--- src/rtl/addsub_pkg.sv ---
// Shared definitions for the pipelined add/subtract/compare unit.
package addsub_pkg;

  localparam logic [1:0] OP_ADD  = 2'd0;
  localparam logic [1:0] OP_SUB  = 2'd1;
  localparam logic [1:0] OP_CMP  = 2'd2;
  localparam logic [1:0] OP_ADDC = 2'd3;

  typedef struct packed {
    logic carry;
    logic ovf;
    logic zero;
    logic neg;
    logic eq;
    logic lt_u;
    logic lt_s;
  } flags_t;

  // SUB and CMP share the inverted-operand datapath and the compare flags
  function automatic logic is_sub_op(input logic [1:0] op);
    return (op == OP_SUB) || (op == OP_CMP);
  endfunction

endpackage

--- src/rtl/addsub_cmp_pipe_if.sv ---
// Operand/result valid-ready stream bundle for addsub_cmp_pipe.
interface addsub_cmp_pipe_if #(
  parameter int unsigned WIDTH = 16
);
  logic             in_valid;
  logic             in_ready;
  logic [WIDTH-1:0] in_a;
  logic [WIDTH-1:0] in_b;
  logic [1:0]       in_op;
  logic             in_cin;
  logic             out_valid;
  logic             out_ready;
  logic [WIDTH-1:0] out_res;
  logic             out_carry;
  logic             out_ovf;
  logic             out_zero;
  logic             out_neg;
  logic             out_eq;
  logic             out_lt_u;
  logic             out_lt_s;
  logic [1:0]       out_op;

  modport master (
    output in_valid, in_a, in_b, in_op, in_cin, out_ready,
    input  in_ready, out_valid, out_res, out_carry, out_ovf, out_zero,
           out_neg, out_eq, out_lt_u, out_lt_s, out_op
  );

  modport slave (
    input  in_valid, in_a, in_b, in_op, in_cin, out_ready,
    output in_ready, out_valid, out_res, out_carry, out_ovf, out_zero,
           out_neg, out_eq, out_lt_u, out_lt_s, out_op
  );
endinterface

--- src/rtl/addsub_slice.sv ---
// One CHUNK-bit pipeline stage: slice adder plus registered carry, running zero and valid.
module addsub_slice #(
  parameter int unsigned CHUNK = 8
) (
  input  logic             clk,
  input  logic             rst_n,
  input  logic             en,
  input  logic             vin,
  input  logic [CHUNK-1:0] a,
  input  logic [CHUNK-1:0] b,
  input  logic             cin,
  input  logic             zin,
  output logic [CHUNK-1:0] sum_c,
  output logic             cout_c,
  output logic             zero_c,
  output logic             v_q,
  output logic             cout_q,
  output logic             zero_q
);
  localparam int unsigned CW = CHUNK + 1;

  logic [CHUNK:0] full_c;

  assign full_c = {1'b0, a} + {1'b0, b} + CW'(cin);
  assign sum_c  = full_c[CHUNK-1:0];
  assign cout_c = full_c[CHUNK];
  assign zero_c = zin && (sum_c == '0);

  // Whole stage holds under global stall; bubbles clear the valid bit
  always_ff @(posedge clk or negedge rst_n) begin
    if (!rst_n) begin
      v_q    <= 1'b0;
      cout_q <= 1'b0;
      zero_q <= 1'b0;
    end else if (en) begin
      v_q    <= vin;
      cout_q <= cout_c;
      zero_q <= zero_c;
    end
  end
endmodule

--- src/rtl/addsub_cmp_pipe.sv ---
// Pipelined two's-complement add/sub/compare: one CHUNK-bit slice per stage, carry rippled through registers.
module addsub_cmp_pipe
  import addsub_pkg::*;
#(
  parameter int unsigned WIDTH = 16,
  parameter int unsigned CHUNK = 8
) (
  input logic               clk,
  input logic               rst_n,
  addsub_cmp_pipe_if.slave  bus
);
  localparam int unsigned STAGES = WIDTH / CHUNK;
  localparam int unsigned LAST   = STAGES - 1;
  localparam logic [WIDTH-1:0] LOW_MASK = WIDTH'({CHUNK{1'b1}});

  // Operand words rotate right by CHUNK each stage, so the slice to process is
  // always in the low chunk and the finished result lands back in place.
  function automatic logic [WIDTH-1:0] rotr(input logic [WIDTH-1:0] x);
    return (x >> CHUNK) | (x << (WIDTH - CHUNK));
  endfunction

  logic             stall;
  logic             en;
  logic [WIDTH-1:0] a_i [STAGES];
  logic [WIDTH-1:0] b_i [STAGES];
  logic [WIDTH-1:0] a_q [STAGES];
  logic [WIDTH-1:0] b_q [STAGES];
  logic [1:0]       op_i[STAGES];
  logic [1:0]       op_q[STAGES];
  logic             c_i [STAGES];
  logic             z_i [STAGES];
  logic             v_i [STAGES];
  logic [CHUNK-1:0] sum_c [STAGES];
  logic             cout_c[STAGES];
  logic             zero_c[STAGES];
  logic             cout_q[STAGES];
  logic             zero_q[STAGES];
  logic             v_q   [STAGES];
  flags_t           flags_c;
  flags_t           flags_q;

  assign stall        = v_q[LAST] && !bus.out_ready;
  assign en           = !stall;
  assign bus.in_ready = !stall;

  // Stage inputs: effective operands at the front, previous stage registers behind
  always_comb begin
    a_i[0]  = bus.in_a;
    b_i[0]  = is_sub_op(bus.in_op) ? ~bus.in_b : bus.in_b;
    op_i[0] = bus.in_op;
    c_i[0]  = is_sub_op(bus.in_op) ? 1'b1 : ((bus.in_op == OP_ADDC) ? bus.in_cin : 1'b0);
    z_i[0]  = 1'b1;
    v_i[0]  = bus.in_valid;
    for (int unsigned k = 1; k < STAGES; k++) begin
      a_i[k]  = a_q[k-1];
      b_i[k]  = b_q[k-1];
      op_i[k] = op_q[k-1];
      c_i[k]  = cout_q[k-1];
      z_i[k]  = zero_q[k-1];
      v_i[k]  = v_q[k-1];
    end
  end

  for (genvar k = 0; k < STAGES; k++) begin : g_stage
    addsub_slice #(.CHUNK(CHUNK)) u_slice (
      .clk    (clk),
      .rst_n  (rst_n),
      .en     (en),
      .vin    (v_i[k]),
      .a      (a_i[k][CHUNK-1:0]),
      .b      (b_i[k][CHUNK-1:0]),
      .cin    (c_i[k]),
      .zin    (z_i[k]),
      .sum_c  (sum_c[k]),
      .cout_c (cout_c[k]),
      .zero_c (zero_c[k]),
      .v_q    (v_q[k]),
      .cout_q (cout_q[k]),
      .zero_q (zero_q[k])
    );
  end

  // Operand skew: the processed low chunk of A is replaced by its result slice
  always_ff @(posedge clk or negedge rst_n) begin
    if (!rst_n) begin
      for (int unsigned k = 0; k < STAGES; k++) begin
        a_q[k]  <= '0;
        b_q[k]  <= '0;
        op_q[k] <= '0;
      end
    end else if (en) begin
      for (int unsigned k = 0; k < STAGES; k++) begin
        a_q[k]  <= rotr((a_i[k] & ~LOW_MASK) | WIDTH'(sum_c[k]));
        b_q[k]  <= rotr(b_i[k]);
        op_q[k] <= op_i[k];
      end
    end
  end

  // Last stage sees the operand MSBs in the low chunk of its input words
  always_comb begin
    flags_c       = '0;
    flags_c.carry = cout_c[LAST];
    flags_c.zero  = zero_c[LAST];
    flags_c.neg   = sum_c[LAST][CHUNK-1];
    flags_c.ovf   = (a_i[LAST][CHUNK-1] == b_i[LAST][CHUNK-1]) &&
                    (sum_c[LAST][CHUNK-1] != a_i[LAST][CHUNK-1]);
    if (is_sub_op(op_i[LAST])) begin
      flags_c.eq   = flags_c.zero;
      flags_c.lt_u = !flags_c.carry;
      flags_c.lt_s = flags_c.neg ^ flags_c.ovf;
    end
  end

  always_ff @(posedge clk or negedge rst_n) begin
    if (!rst_n) begin
      flags_q <= '0;
    end else if (en) begin
      flags_q <= flags_c;
    end
  end

  assign bus.out_valid = v_q[LAST];
  assign bus.out_res   = a_q[LAST];
  assign bus.out_op    = op_q[LAST];
  assign bus.out_carry = flags_q.carry;
  assign bus.out_ovf   = flags_q.ovf;
  assign bus.out_zero  = flags_q.zero;
  assign bus.out_neg   = flags_q.neg;
  assign bus.out_eq    = flags_q.eq;
  assign bus.out_lt_u  = flags_q.lt_u;
  assign bus.out_lt_s  = flags_q.lt_s;
endmodule

--- src/flat_wrapper.sv ---
// flat-port wrapper written by rule: the top's interface ports become plain ports
module addsub_cmp_pipe_flat import addsub_pkg::*;
#(
  parameter int unsigned WIDTH = 16,
  parameter int unsigned CHUNK = 8
)
  (clk, rst_n, bus_in_valid, bus_in_a, bus_in_b, bus_in_op, bus_in_cin, bus_out_ready, bus_in_ready, bus_out_valid, bus_out_res, bus_out_carry, bus_out_ovf, bus_out_zero, bus_out_neg, bus_out_eq, bus_out_lt_u, bus_out_lt_s, bus_out_op);
  addsub_cmp_pipe_if #(.WIDTH(WIDTH)) bus_i ();
  input logic clk;
  input logic rst_n;
  input wire logic [$bits(bus_i.in_valid)-1:0] bus_in_valid;
  input wire logic [$bits(bus_i.in_a)-1:0] bus_in_a;
  input wire logic [$bits(bus_i.in_b)-1:0] bus_in_b;
  input wire logic [$bits(bus_i.in_op)-1:0] bus_in_op;
  input wire logic [$bits(bus_i.in_cin)-1:0] bus_in_cin;
  input wire logic [$bits(bus_i.out_ready)-1:0] bus_out_ready;
  output wire logic [$bits(bus_i.in_ready)-1:0] bus_in_ready;
  output wire logic [$bits(bus_i.out_valid)-1:0] bus_out_valid;
  output wire logic [$bits(bus_i.out_res)-1:0] bus_out_res;
  output wire logic [$bits(bus_i.out_carry)-1:0] bus_out_carry;
  output wire logic [$bits(bus_i.out_ovf)-1:0] bus_out_ovf;
  output wire logic [$bits(bus_i.out_zero)-1:0] bus_out_zero;
  output wire logic [$bits(bus_i.out_neg)-1:0] bus_out_neg;
  output wire logic [$bits(bus_i.out_eq)-1:0] bus_out_eq;
  output wire logic [$bits(bus_i.out_lt_u)-1:0] bus_out_lt_u;
  output wire logic [$bits(bus_i.out_lt_s)-1:0] bus_out_lt_s;
  output wire logic [$bits(bus_i.out_op)-1:0] bus_out_op;
  assign bus_i.in_valid = bus_in_valid;
  assign bus_i.in_a = bus_in_a;
  assign bus_i.in_b = bus_in_b;
  assign bus_i.in_op = bus_in_op;
  assign bus_i.in_cin = bus_in_cin;
  assign bus_i.out_ready = bus_out_ready;
  assign bus_in_ready = bus_i.in_ready;
  assign bus_out_valid = bus_i.out_valid;
  assign bus_out_res = bus_i.out_res;
  assign bus_out_carry = bus_i.out_carry;
  assign bus_out_ovf = bus_i.out_ovf;
  assign bus_out_zero = bus_i.out_zero;
  assign bus_out_neg = bus_i.out_neg;
  assign bus_out_eq = bus_i.out_eq;
  assign bus_out_lt_u = bus_i.out_lt_u;
  assign bus_out_lt_s = bus_i.out_lt_s;
  assign bus_out_op = bus_i.out_op;
  addsub_cmp_pipe #(.WIDTH(WIDTH), .CHUNK(CHUNK)) u_core (.clk(clk), .rst_n(rst_n), .bus(bus_i));
endmodule
--- config.mk ---
export PLATFORM = sky130hd
export DESIGN_NAME = addsub_cmp_pipe_flat
export DESIGN_NICKNAME = d
export VERILOG_FILES = /design/src/rtl/addsub_pkg.sv /design/src/rtl/addsub_cmp_pipe_if.sv /design/src/rtl/addsub_slice.sv /design/src/rtl/addsub_cmp_pipe.sv /design/src/flat_wrapper.sv
export SDC_FILE = /design/constraint.sdc
export NUM_CORES = 1
export LEC_CHECK = 0
export CORE_MARGIN = 2
export CORE_UTILIZATION = 51
export DETAILED_ROUTE_END_ITERATION = 10
export GPL_TIMING_DRIVEN = 0
export PLACE_DENSITY_LB_ADDON = 0.2
export SYNTH_ARGS = -nofsm -noshare
export SYNTH_HDL_FRONTEND = slang
export SYNTH_HIERARCHICAL = 1
export SYNTH_SLANG_ARGS = --single-unit
--- constraint.sdc ---
create_clock -name clk -period 3.6 [get_ports clk]
set_input_delay 0.54 -clock clk [delete_from_list [all_inputs] [get_ports clk]]
set_output_delay 0.54 -clock clk [all_outputs]
set_load 0.02 [all_outputs]
==> flow_summary_export.csv, run 1 <==
group,metric,value,unit
outcome,outcome,"finished clean",
worst_setup_path,rr_worst_depth,8,
synthesis,syn_area_per_cell,13.0,sq um
layout,multi_input_area,0.00160,sq mm
grt,grt_max_degree,31,
detailed_routing,wirelength,5.79,mm
clock_tree,numCtsBuffers,5,
clock_tree,cts_max_level,2,
detailed_routing,drtAntennaViolNets,0,
detailed_routing,via_per_inst,5.29,
power_and_ir_drop,leakagePower,1.75,nW
synthesis,postSynthCellCount,234,
layout,n_fill_cell,446,
floorplanning,initial_core_util,52.1,%
clock_tree,cts_hold_buf,0,
timing,fin_crit,3.45,ns
worst_setup_path,endpoint_kind,"flop",
clock_tree,cts_tree,"yes",
clock_tree,clockRootBuffer,"clkbuf_8",
hold_path,hp-class,"in -> async",
synthesis,syn-num-nets,292,
floorplanning,die_area,0.00661,sq mm
floorplanning,die_height,81.3,um
job,maxCapViolations,0,
detailed_routing,drc,0,
layout,area_growth,30.9,%
layout,antenna_cells,0,
worst_setup_path,worst-r2r-setup-slack,0.75,ns
grt,first_global_vias,2070,
detailed_routing,routedWlPerCell,14.9,um
timing,slew-limit-headroom,63.5,%
worst_setup_path,cp.required,3.80,ns
grt,grt_usage,19.0,%
timing,worstMarginPinSlew,0.547,ns
grt,grt_pass1_wl,9.49,mm
power_and_ir_drop,power_density,660,mW/mm^2
timing,fmax,290,MHz
layout,regArea,0.00135,sq mm
timing,grt_setup_unrepaired,"no",
timing,hold_viol,0,
clock_tree,clk_pin_slew,0.10,ns
timing,setup_viol,0,
detailed_routing,num_vias,2052,
detailed_routing,dr.first_iter.drc_count,29,
layout,num-nets-final,370,
detailed_routing,dr.pass1.iters,4,
timing,fin_crit_sh,95.8,%
power_and_ir_drop,ir_drop,0.320,mV
clock_tree,clkSinkCount,54,
placement,dp_hpwl,4.32,mm
floorplanning,ios,66,
grt,antenna_found_initial,0,
power_and_ir_drop,p_total,2.63,mW
worst_setup_path,cp-start-kind,"input port",
floorplanning,core-area,0.00585,sq mm
timing,fin_hold_ws,0.211,ns
timing,slew_viol_final,0,
worst_setup_path,reg2reg_from,"u_core/a_i[0]",
layout,fin_util,68.2,%
worst_setup_path,worstPathArrival,3.65,ns
placement,place_congestion,0.821,
clock_tree,insertion_delay,0.30,ns
worst_setup_path,crit_fanout,4,
synthesis,ys_warn_count,6,
timing,clock_skew,0.00585,ns
layout,drive_gt1_share,29.7,%
floorplanning,rows,28,
floorplanning,die_x,81.3,um
grt,grt_overflow,0,
placement,port_buffers,65,
worst_setup_path,worst-setup-path-type,"in -> reg",
clock_tree,ctsLongestPathBuffers,2,
worst_setup_path,reg2reg_to,"u_core/bus.out_eq",
synthesis,syn-cell-area,0.00305,sq mm
worst max path at each step:
stage,depth (start not counted),end,start
after floorplan,10,u_core/g_stage[0].u_slice/zero_q,bus_in_op[0]
after global placement,11,u_core/g_stage[0].u_slice/zero_q,bus_in_op[0]
after detailed placement,11,u_core/g_stage[0].u_slice/zero_q,bus_in_op[0]
after CTS,11,u_core/g_stage[0].u_slice/zero_q,bus_in_op[0]
after global routing,11,u_core/g_stage[0].u_slice/zero_q,bus_in_op[1]
final,11,u_core/g_stage[0].u_slice/zero_q,bus_in_op[1]
routing by layer:
layer | GRT usage, % | part of all wire (%) | routed length, um | vias up
met5 | 0 | 0 | 0 | -
met4 | 7.97 | 1.8 | 103 | 0
met3 | 2.78 | 4.1 | 235 | 9
met2 | 30.6 | 47 | 2740 | 51
met1 | 25.6 | 47 | 2710 | 994
li1 | - | - | - | 998
final cells by class:
cell class,count,share of cell area [%]
Buffer,10,2.67
Clock buffer,5,1.72
Clock inverter,3,1.00
Inverter,8,0.878
Multi-Input combinational cell,162,40.0
Sequential cell,54,33.9
Tap cell,75,2.35
Timing Repair Buffer,71,17.5
cell usage in the layout, fill, tap and decap left out, drive strengths merged, types with 3 or more instances in the layout:
cell type / instances
a21o: 7
a21oi: 8
a31oi: 3
and3: 3
buf: 17
clkbuf: 6
clkdlybuf4s50: 62
dfrtp: 54
fa: 4
ha: 15
inv: 8
mux2: 48
nand2: 6
nand3b: 4
nor2: 4
or4b: 3
xnor2: 6
xor2: 21
through the flow:
stage | setup slack (ns) | instances | TNS, ns | cell area (sq um)
after detailed placement | -0.711 | 375 | -1.69 | 3810
after CTS | 0.0236 | 388 | 0 | 4000
after global placement | -0.669 | 374 | -1.37 | 3790
after floorplan | 0.00586 | 234 | 0 | 3050
final | 0.151 | 388 | 0 | 3990
after global routing | 0.104 | 388 | 0 | 3990
flip-flops by register name (all words and copies together) (netlist names), 2 cells and up:
| signal | cells |
|---|---|
| u_core/a_i | 16 |
| u_core/op_i | 2 |
| u_core/g_stage.u_slice/v_q | 2 |
| u_core/bus.out_res | 15 |
| u_core/b_i | 8 |
| u_core/bus.out_op | 2 |
critical path, stage by stage:
cell	delay, ns
clkdlybuf4s15_2	0.21
ha_4	0.25
buf_6	0.12
buf_12	0.12
a21o_1	0.17
fa_2	0.41
fa_2	0.37
xor2_1	0.17
or4b_4	0.54
or4_4	0.55
o41ai_2	0.21
where the power goes:
part	leakage [nW]	switching [mW]	internal, mW
clock network	0.0579	0.190	0.205
registers	0.639	0.125	0.815
logic	1.06	0.599	0.698
timing repair:
item | in CTS | in global routing
gates cloned | 0 | 0
setup buffers | 5 | 0
pin swaps | 9 | 3
resized for setup | 13 | 1
endpoints found under the setup margin | 1 | 1
Note: power is estimated with default switching activity, not from simulation.
==> run 2, diff against run 1 <==
--- a/config.mk
+++ b/config.mk
@@ -6,10 +6,11 @@
 export NUM_CORES = 1
 export LEC_CHECK = 0
 export CORE_MARGIN = 2
-export CORE_UTILIZATION = 51
+export CORE_UTILIZATION = 25
 export DETAILED_ROUTE_END_ITERATION = 10
 export GPL_TIMING_DRIVEN = 0
 export PLACE_DENSITY_LB_ADDON = 0.2
+export REMOVE_ABC_BUFFERS = 1
 export SYNTH_ARGS = -nofsm -noshare
 export SYNTH_HDL_FRONTEND = slang
 export SYNTH_HIERARCHICAL = 1
==> run 2 against run 1 <==
  * Sequential power hardly changed
  * Cell count grew 15%
  * Largest power group unchanged
  * Clock power up 23%
  * Highest routed layer unchanged
  * Sequential cell count stayed put
  * Critical path depth fell by 2
  * Routed wire length rose by 10%
  * Global-route usage shrank 8.5 points
  * Count of clock-buffer cells in the layout up 2
  * Via count is 3.3% lower
  * Worst setup slack got worse by 0.041 ns
  * Non-clock buffer count decreased by 13
  * Register-to-register slack lost 0.06 ns
==> flow_summary_export.csv, run 2 (synthesized netlist as in run 1, its figures left out) <==
group,metric,value,unit
layout,final_common_cell,"clkdlybuf4s50_1",
timing,postLayoutSetupSlackWorst,0.110,ns
worst_setup_path,worstPathArrival,3.67,ns
clock_tree,clk_pin_slew,0.07,ns
power_and_ir_drop,leakagePower,1.69,nW
detailed_routing,dr.first_iter.drc_count,53,
outcome,outcome,"finished clean",
clock_tree,cts_hold_buf,0,
clock_tree,ctsLongestPathBuffers,2,
grt,first_global_vias,2122,
layout,drive_gt1_share,25.7,%
detailed_routing,wirelength,6.38,mm
worst_setup_path,endpoint_kind,"flop",
timing,slew_viol_final,0,
power_and_ir_drop,power_density,667,mW/mm^2
grt,grt_pass1_wl,10.7,mm
grt,grt.met1_usage,12.9,%
layout,final-instance-count-excl-fill,447,
placement,dp_cells,437,
placement,place_congestion,0.797,
clock_tree,clkSinkCount,54,
floorplanning,rows,40,
placement,dp_hpwl,4.82,mm
clock_tree,cts_max_level,2,
grt,grtUsageMet2,18.1,%
timing,grt_setup_unrepaired,"no",
layout,final_area,0.00399,sq mm
grt,grt.busiest_layer,"met2",
timing,clock_skew,0.00485,ns
floorplanning,ios,66,
timing,fin_crit,3.49,ns
timing,setup_viol,0,
worst_setup_path,cp-start-kind,"input port",
layout,antenna_cells,0,
worst_setup_path,worst-setup-path-type,"in -> reg",
grt,grt_usage,10.5,%
clock_tree,clockRootBuffer,"clkbuf_16",
floorplanning,die_area,0.0131,sq mm
clock_tree,numCtsBuffers,5,
detailed_routing,dr.pass1.iters,4,
layout,largest_reg_flops,16,
timing,slew-limit-headroom,31.7,%
power_and_ir_drop,ir_drop,0.173,mV
floorplanning,core-area,0.0120,sq mm
worst_setup_path,crit_fanout,4,
timing,worstMarginPinSlew,1.02,ns
detailed_routing,drc,0,
grt,grt_max_degree,34,
grt,antenna_found_initial,0,
clock_tree,insertion_delay,0.28,ns
layout,num-nets-final,357,
placement,placed_area,0.00381,sq mm
floorplanning,die_height,114,um
floorplanning,die_x,114,um
placement,post-place-ws,-1.03,ns
clock_tree,cts_tree,"yes",
detailed_routing,via_per_inst,4.44,
timing,hold_viol,0,
layout,area_growth,30.9,%
detailed_routing,drtAntennaViolNets,0,
hold_path,hp-class,"in -> async",
power_and_ir_drop,p_total,2.66,mW
job,maxCapViolations,0,
grt,grt_use_met3,2.91,%
floorplanning,initial_core_util,25.5,%
worst_setup_path,cp.required,3.78,ns
detailed_routing,routedWlPerCell,14.3,um
layout,mostFrequentLayoutCells,"64 x clkdlybuf4s50_1, 54 x dfrtp_1, 40 x mux2_2",
timing,fmax,287,MHz
placement,port_buffers,65,
detailed_routing,num_vias,1985,
timing,fin_crit_sh,96.9,%
grt,grt_overflow,0,
## run 2: cell count changes in the layout (fill, tap and decap cells not counted), sizes merged
cell and change:
buf -13, clkdlybuf4s50 +2, bufinv -1, clkbuf +1, clkdlybuf4s15 -1, clkinv -1
## run 2: timing repair
action / CTS / global route
setup endpoints to repair: 6 / 1
setup buffers: 2 / 0
gates resized for setup: 3 / 1
pin swaps: 1 / 0
## run 2: per-layer routing
metal  up-vias  routed length, um
li1        968                  -
met1       971               2740
met2        42               3230
met3         4                355
met4         0                 54
met5         -                  0
## run 2: power by group
part	switching, mW	internal, mW	total [mW]
registers	0.124	0.816	0.940
logic	0.585	0.653	1.24
clock network	0.208	0.276	0.485
total	0.917	1.75	2.66
## run 2: critical path, cell delays in order
cell	delay [ns]
clkdlybuf4s50_1	0.53
ha_4	0.24
xor2_1	0.18
fa_2	0.38
fa_2	0.36
xor2_1	0.16
or4b_2	0.65
or4_4	0.44
o41ai_2	0.21
## run 2: cell type report
cell class / count / area [sq um]
Clock buffer: 7 / 143
Clock inverter: 1 / 5.00
Fill cell: 1207 / 7970
Inverter: 8 / 35.0
Multi-Input combinational cell: 162 / 1590
Sequential cell: 54 / 1350
Tap cell: 147 / 184
Timing Repair Buffer: 68 / 681
## run 2: per-stage QoR
step | setup TNS (ns) | hold WS (ns) | utilization (%)
2_1_floorplan | -0.124 | 0.244 | -
3_3_place_gp | -3.69 | 0.484 | 31.7
3_5_place_dp | -3.59 | 0.492 | 31.9
4_1_cts | 0 | 0.274 | 33.3
5_1_grt | 0 | 0.300 | 33.4
6_report | 0 | 0.256 | 33.4
## run 2: final timing paths
check                                    start                          endpoint  slack [ns]  cells past startpoint
worst max-delay path              bus_in_op[1]  u_core/g_stage[0].u_slice/zero_q        0.11                      9
worst min-delay path                     rst_n            u_core/bus.out_res[11]        0.26                      1
worst max register to register   u_core/a_i[0]                 u_core/bus.out_eq        0.69                      8
worst min register to register  u_core/a_i[12]                    u_core/a_i[12]        0.50                      1
max in group asynchronous                rst_n                     u_core/a_i[6]        2.76                      2
min in group clk                u_core/a_i[12]                    u_core/a_i[12]        0.50                      1
==> run 3, diff against run 2 <==
--- a/config.mk
+++ b/config.mk
@@ -11,6 +11,7 @@
 export GPL_TIMING_DRIVEN = 0
 export PLACE_DENSITY_LB_ADDON = 0.2
 export REMOVE_ABC_BUFFERS = 1
+export SKIP_LAST_GASP = 1
 export SYNTH_ARGS = -nofsm -noshare
 export SYNTH_HDL_FRONTEND = slang
 export SYNTH_HIERARCHICAL = 1
==> results of run 3 <==
Final layout, timing and power as in run 2 (identical DEF).
